<file path="src/rtl/chaos_arith_pkg.sv">
// rtl/chaos_arith_pkg.sv - shared constants and types for the chaos-map fixed-point arithmetic units
package chaos_arith_pkg;

    localparam int WIDTH = 18;

    typedef enum logic [1:0] {
        IDLE,
        RUN,
        FIN
    } div_state_t;

    function automatic int cnt_width(input int w);
        return $clog2(2 * w + 1);
    endfunction

    localparam int CNT_W = cnt_width(WIDTH);

endpackage

</file>
<file path="src/rtl/div_step.sv">
// rtl/div_step.sv - one restoring-division step: shift in a dividend bit, trial-subtract the divisor
module div_step #(
    parameter int WIDTH = chaos_arith_pkg::WIDTH
) (
    input  logic [WIDTH:0]   prem,
    input  logic             in_bit,
    input  logic [WIDTH-1:0] divisor,
    output logic [WIDTH:0]   prem_next,
    output logic             qbit
);

    logic [WIDTH+1:0] p;
    logic [WIDTH+1:0] diff;

    // One extra bit above the shifted remainder makes the subtract's MSB a clean borrow flag.
    always_comb begin
        p         = {prem, in_bit};
        diff      = p - {2'b00, divisor};
        qbit      = ~diff[WIDTH+1];
        prem_next = qbit ? diff[WIDTH:0] : p[WIDTH:0];
    end

endmodule

</file>
<file path="src/rtl/seq_restoring_divider.sv">
// rtl/seq_restoring_divider.sv - multi-cycle unsigned restoring divider, 2W/W -> 2W quotient, W remainder
module seq_restoring_divider #(
    parameter int WIDTH = chaos_arith_pkg::WIDTH
) (
    input  logic                 CLK,
    input  logic                 RST,
    input  logic                 calc_start,
    input  logic [2*WIDTH-1:0]   dividend,
    input  logic [WIDTH-1:0]     divisor,
    output logic [2*WIDTH-1:0]   quotient,
    output logic [WIDTH-1:0]     remainder,
    output logic                 done,
    output logic                 div_zero
);

    import chaos_arith_pkg::*;

    localparam int CW = cnt_width(WIDTH);
    localparam logic [CW-1:0] LAST_STEP = CW'(2 * WIDTH - 1);
    localparam logic [CW-1:0] ALL_STEPS = CW'(2 * WIDTH);

    div_state_t           state_q, state_d;
    logic [CW-1:0]        count_q, count_d;
    logic [WIDTH-1:0]     divisor_q, divisor_d;
    logic [2*WIDTH-1:0]   shreg_q, shreg_d;
    logic [WIDTH:0]       prem_q, prem_d;
    logic [2*WIDTH-1:0]   quotient_q, quotient_d;
    logic [WIDTH-1:0]     remainder_q, remainder_d;
    logic                 done_q, done_d;
    logic                 div_zero_q, div_zero_d;

    logic [WIDTH:0]       step_prem;
    logic                 step_qbit;

    div_step #(.WIDTH(WIDTH)) u_step (
        .prem      (prem_q),
        .in_bit    (shreg_q[2*WIDTH-1]),
        .divisor   (divisor_q),
        .prem_next (step_prem),
        .qbit      (step_qbit)
    );

    always_comb begin
        state_d     = state_q;
        count_d     = count_q;
        divisor_d   = divisor_q;
        shreg_d     = shreg_q;
        prem_d      = prem_q;
        quotient_d  = quotient_q;
        remainder_d = remainder_q;
        done_d      = done_q;
        div_zero_d  = div_zero_q;

        if (!calc_start) begin
            state_d     = IDLE;
            count_d     = '0;
            quotient_d  = '0;
            remainder_d = '0;
            done_d      = 1'b0;
            div_zero_d  = 1'b0;
        end else begin
            case (state_q)
                IDLE: begin
                    divisor_d = divisor;
                    shreg_d   = dividend;
                    prem_d    = '0;
                    count_d   = '0;
                    state_d   = (divisor == '0) ? FIN : RUN;
                end
                RUN: begin
                    prem_d  = step_prem;
                    shreg_d = {shreg_q[2*WIDTH-2:0], step_qbit};
                    count_d = count_q + 1'b1;
                    if (count_q == LAST_STEP) begin
                        state_d = FIN;
                    end
                end
                FIN: begin
                    // A zero divisor arrives with count=0 and spends one edge arming,
                    // so its result lands two edges after the load edge.
                    if (count_q != ALL_STEPS) begin
                        count_d = ALL_STEPS;
                    end else if (!done_q) begin
                        done_d = 1'b1;
                        if (divisor_q == '0) begin
                            quotient_d  = '1;
                            remainder_d = shreg_q[WIDTH-1:0];
                            div_zero_d  = 1'b1;
                        end else begin
                            quotient_d  = shreg_q;
                            remainder_d = prem_q[WIDTH-1:0];
                            div_zero_d  = 1'b0;
                        end
                    end
                end
                default: state_d = IDLE;
            endcase
        end
    end

    always_ff @(posedge CLK) begin
        if (RST) begin
            state_q     <= IDLE;
            count_q     <= '0;
            divisor_q   <= '0;
            shreg_q     <= '0;
            prem_q      <= '0;
            quotient_q  <= '0;
            remainder_q <= '0;
            done_q      <= 1'b0;
            div_zero_q  <= 1'b0;
        end else begin
            state_q     <= state_d;
            count_q     <= count_d;
            divisor_q   <= divisor_d;
            shreg_q     <= shreg_d;
            prem_q      <= prem_d;
            quotient_q  <= quotient_d;
            remainder_q <= remainder_d;
            done_q      <= done_d;
            div_zero_q  <= div_zero_d;
        end
    end

    assign quotient  = quotient_q;
    assign remainder = remainder_q;
    assign done      = done_q;
    assign div_zero  = div_zero_q;

endmodule

</file>
<file path="config.mk">
export PLATFORM = sky130hd
export DESIGN_NAME = seq_restoring_divider
export DESIGN_NICKNAME = d
export VERILOG_FILES = /design/src/rtl/chaos_arith_pkg.sv /design/src/rtl/div_step.sv /design/src/rtl/seq_restoring_divider.sv
export SDC_FILE = /design/constraint.sdc
export NUM_CORES = 1
export LEC_CHECK = 0
export CAP_MARGIN = 20
export CELL_PAD_IN_SITES_DETAIL_PLACEMENT = 1
export CELL_PAD_IN_SITES_GLOBAL_PLACEMENT = 1
export CORE_UTILIZATION = 30
export CTS_CLUSTER_SIZE = 40
export DETAILED_ROUTE_END_ITERATION = 10
export PLACE_DENSITY = 0.71
export RECOVER_POWER = 25
export REMOVE_ABC_BUFFERS = 1
export SETUP_SLACK_MARGIN = 0.2
export SYNTH_ARGS = -nofsm -noshare
export SYNTH_HDL_FRONTEND = slang
export SYNTH_HIERARCHICAL = 1
export SYNTH_SLANG_ARGS = --single-unit
</file>
<file path="constraint.sdc">
create_clock -name CLK -period 7.6 [get_ports CLK]
set_input_delay 1.52 -clock CLK [delete_from_list [all_inputs] [get_ports CLK]]
set_output_delay 1.52 -clock CLK [all_outputs]
set_load 0.005 [all_outputs]
</file>
### Word level (Yosys, flattened, before mapping)

Cells that the tools add are included.

| word-level totals | value |
|---|---|
| bits of input ports | 57 |
| bits in registers | 137 |

| cells by class | value |
|---|---|
| equality and inequality tests | 6 |
| bitwise operators | 5 |
| muxes and demuxes | 11 |
| reduce and logical (&&, ||, !) cells | 12 |
| $add $sub $neg | 2 |

Operators with widths:

| kind | count |
|---|---|
| 36-bit one-hot mux with 2 select lines | 1 |
| 19-bit one-hot mux with 2 select lines | 1 |
| 18-bit logical NOT | 2 |
| 36-bit 2-to-1 mux | 1 |
| 20-bit by 18-bit subtractor with 20-bit output | 1 |
| 19-bit 2-to-1 mux | 1 |
| 18-bit 2-to-1 mux | 1 |
| 6-bit one-hot mux with 3 select lines | 1 |
| 2-bit AND reduction | 5 |
| 6-bit by 1-bit adder with 6-bit output, second input constant | 1 |
| 6-bit equality test, second input constant | 1 |
| 6-bit 2-to-1 mux | 1 |
| 6-bit inequality test, second input constant | 1 |
| 2-bit one-hot mux with 3 select lines | 1 |
| 1-bit inverter | 5 |
| 2-bit 2-to-1 mux | 2 |
| 2-bit inequality test, second input constant | 2 |
| 3-bit AND reduction | 1 |
| 3-bit nonzero test | 1 |
| 2-bit by 1-bit equality test with 1-bit output, second input constant | 1 |
| 2-bit equality test, second input constant | 1 |
| 2-bit logical NOT | 1 |
| 2-bit nonzero test | 1 |
| 2-bit OR reduction | 1 |
| 1-bit 2-to-1 mux | 1 |

### Logic depth before layout (Yosys ltp)

| logic depth | value |
|---|---|
| depth after elaboration | 3 |
| mapped depth | 13 |

### Hierarchy

Netlist, hierarchy kept.

By module, submodules not included:

| module | sequential area each (um2) | instances | cells each | area an instance (um2) |
|---|---|---|---|---|
| seq_restoring_divider | 2742.6 | 1 | 580 | 5497.8 |
| div_step | 0.0 | 1 | 175 | 1318.8 |

### Worst setup path after synthesis

Ideal clock, no wire load.

| timing path | value |
|---|---|
| kind | input -> register |
| from | input divisor[2] |
| to | register state_q[1] |
| setup time | 60 ps |
| setup slack | 5029 ps |
| arrival | 2511 ps |
| stages | 4 |
| cell sequence | or4_1 nor3_1 a311o_1 and3_1 |

| between the ends | value |
|---|---|
| cells in the longest elaborated chain, start to end | 3 |

RTL lines:

| what | line | source |
|---|---|---|
| start, declared | seq_restoring_divider.sv:9 | `input logic [WIDTH-1:0] divisor,` |
| 18-bit logical NOT | seq_restoring_divider.sv:68 | `state_d = (divisor == '0) ? FIN : RUN;` |
| 2-bit 2-to-1 mux | seq_restoring_divider.sv:68 |  |
| 2-bit one-hot mux with 3 select lines | seq_restoring_divider.sv:62 | `case (state_q)` |
| end signal, assigned | seq_restoring_divider.sv:113 | `state_q <= state_d;` |
| end, declared | seq_restoring_divider.sv:22 | `div_state_t state_q, state_d;` |

No other way between the ends.
A chain may end at the register's enable or synchronous reset.

### Worst setup path after layout

| timing path | value |
|---|---|
| from | input RST |
| to | register remainder_q[12], in the netlist remainder[12] |

| between the ends | value |
|---|---|
| cells in the longest elaborated chain, start to end | 1 |

RTL lines:

| what | line | source |
|---|---|---|
| start, declared | seq_restoring_divider.sv:6 | `input logic RST,` |
| 2-bit OR reduction (no line) | n/a |  |
| end signal, assigned | seq_restoring_divider.sv:119 | `remainder_q <= remainder_d;` |
| end, declared | seq_restoring_divider.sv:28 | `logic [WIDTH-1:0] remainder_q, remainder_d;` |

No other way between the ends.

==> results.tsv <==
stage	metric	value	unit
synthesis	post-synth cell types	59	
synthesis	post-synthesis mux area share	8.68	%
pwr	static leakage	0.00320	µW
sta	slew at the pin closest to its max-slew limit	2.52	ns
sta	Tmin final	4.53	ns
sta	slew margin rel.	-68.3	%
critical_path	type of element launching the critical path	input port	
pwr	power density cells	215	nW/µm²
placed_design	Detailed Place HPWL	13.4	mm
drt	wire per inst	17.0	µm
critical_path	arrival time at the worst endpoint	4.87	ns
synthesis	adder-cell share of the synthesized area	4.52	%
synthesis	main combinational cell family by area after synthesis	compound AO/OA/AOI/OAI gates	
clocking	root buffer cell	clkbuf_16	
floorplanning	top-level port count	113	
global_route	vias in the first global route	6045	
global_route	first-pass GRT wire length	32.3	mm
clocking	buffer depth of the longest clock path	2	
drt	Vias/cell	5.27	
layout	Layout Area Growth over Synthesis	26.1	%
layout	final instance area	8600	µm²
sta	f_max	0.221	GHz
status	status	finished with violations	
clocking	TritonCTS Sinks	137	
clocking	CTS tree	yes	
worst_hold_path	HP Class	register to register	
layout	ratio of cells with drive above 1 in the final layout	8.85	%
clocking	clock latency on the worst-skew pair	0.42	ns
synthesis	Seq cells post-synth	137	
synthesis	Synth Area in Simple Gates	11.9	%
pwr	Peak supply drop	126	µV
sta	Clock Skew	0.00964	ns
synthesis	Yosys warnings	6	
drt	Post-route DRC	12	
synthesis	register area share after synthesis	40.2	%
critical_path	crit path kind	input port to register	
layout	ant diodes	0	
synthesis	ys async rst share	0	%
floorplanning	Die Span Y	153	µm
global_route	total grt overflow	0	
synthesis	Synth Instances	755	
clocking	Gates resized, CTS repair	0	
synthesis	top_reg_cell synth	dfxtp_1	
critical_path	crit end category	register	
drt	initial drt markers	292	
global_route	largest net degree at the start of global routing	73	
floorplanning	Die Width	153	µm
placed_design	PortBufs	112	
synthesis	Synth Area in Compound Gates	26.4	%
critical_path	Critical Path RT	7.94	ns
layout	fin util	39.0	%
critical_path	CP Max Fanout	56	
global_route	initial antenna violation count	0	
sta	Final period util	59.6	%
placed_design	Cell Area, Placed	8050	µm²
clocking	hold buffers post-CTS	0	
synthesis	xor and xnor area share after synthesis	2.44	%
floorplanning	core area	22000	µm²
layout	commonest non-fill, non-tap cell in the layout	dfxtp_1	
sta	RSZ-0062 raised after global routing	false	
clocking	Clk pin slew, worst setup/hold paths	0.06	ns
placed_design	routability cong.	0.857	
sta	Final setup viols	0	
clocking	TritonCTS buffer count	17	
drt	drt first pass iters	10	
synthesis	EDFF count, synth	0	
pwr	Final Total Pwr	1850	µW
floorplanning	die area	23300	µm²
drt	Vias	5934	
sta	Hold WS	0.469	ns
clocking	# H-tree levels	4	
synthesis	Synth Cell Area	6820	µm²
sta	Final Hold Fails	0	
floorplanning	Initial Util	30.9	%
floorplanning	# rows	54	
drt	final wirelength	19.2	mm
synthesis	syn_area_per_cell	9.03	µm²
run	Max-Cap Viols	2	
global_route	GRT Util Overall	17.1	%
layout	most frequent cells in the layout	dfxtp_1 (137), clkdlybuf4s50_1 (91), nor2_1 (73), a21oi_1 (64), nand2_1 (54)	
clocking	Setup Buffers After CTS	0	
drt	Final ANT Viol Nets	0	
layout	nets@finish	915	
sta	setup tns final	0	ns
sta	max-slew violations	90	
status	violated checks	design-rule violations, max-capacitance violations, max-slew violations	
-- power breakdown --
| group | internal [µW] | switching, µW |
|---|---|---|
| Combinational | 137 | 176 |
| Sequential | 746 | 25.3 |
| Clock | 435 | 331 |
-- flip-flops by register name, summed over array words and instances (netlist names) --
register   cells
done           1
div_zero       1
count_q        6
divisor_q     18
state_q        2
shreg_q       36
remainder     18
quotient      36
prem_q        19
-- logic make-up (layout without fill, tap and decap cells) --
family                     count (synthesis)  after routing
AOI/OAI and AO/OA                        256            256
and+or+nand+nor                          178            178
DFF                                      137            137
buffers and inverters                     87            179
muxes                                     54             54
adders and majority gates                 24             24
xor gates and xnor gates                  19             19
-- synth_stat cells, types with 8 or more instances --
cell      instances  area share, %
dfxtp_1         137             40
nor2_1           73            4.0
a21oi_1          64            4.7
nand2_1          54            3.0
o21ai_0          46            3.4
a211oi_1         40            4.4
mux2i_1          37            5.4
clkbuf_1         33            1.8
o221a_1          30            5.0
inv_1            29            1.6
ha_1             23            4.2
a22oi_1          20            2.2
a31oi_1          19            1.7
xnor2_1          12            1.5
a21o_1            9           0.99
buf_1             9           0.50
mux2_2            9            1.5
mux2_4            8            1.8
-- layer usage --
layer  share of wire (%)  global-route usage [%]  vias up
li1                    -                       -     2929
met1                  49                    23.1     2890
met3                 3.6                    3.21       13
met4                0.92                    4.67        0
met5                   0                       0        -
met2                  46                    27.6      102
-- area by class of cell --
| type | count | area, µm² |
|---|---|---|
| Multi-Input combinational cell | 531 | 3690 |
| Timing Repair Buffer | 118 | 1160 |
| Clock inverter | 13 | 97.6 |
| Tap cell | 280 | 350 |
| Inverter | 29 | 109 |
| Sequential cell | 137 | 2740 |
| Fill cell | 2527 | 13400 |
| Clock buffer | 19 | 453 |
-- per-stage QoR --
step / instances / setup slack [ns]
2_1_floorplan: 697 / 3.98
3_3_place_gp: 1095 / 4.34
3_5_place_dp: 1095 / 4.25
4_1_cts: 1127 / 4.24
5_1_grt: 1127 / 2.68
6_report: 1127 / 3.07
-- path summary, 6_finish.rpt --
check                startpoint       endpoint  slack [ns]  depth (start not counted)
setup / recovery            RST  remainder[12]        3.07                          5
hold / removal         div_zero       div_zero        0.47                          2
setup reg to reg  divisor_q[12]      prem_q[7]        4.21                         11
hold reg to reg        div_zero       div_zero        0.47                          2
-- critical path, cell delays in order --
cell and delay (ns):
clkbuf_1 0.63, nor2b_4 0.28, clkbuf_1 1.80, o21ai_0 0.34
a21oi_1 0.23
Note: power is estimated with default switching activity, not from simulation.
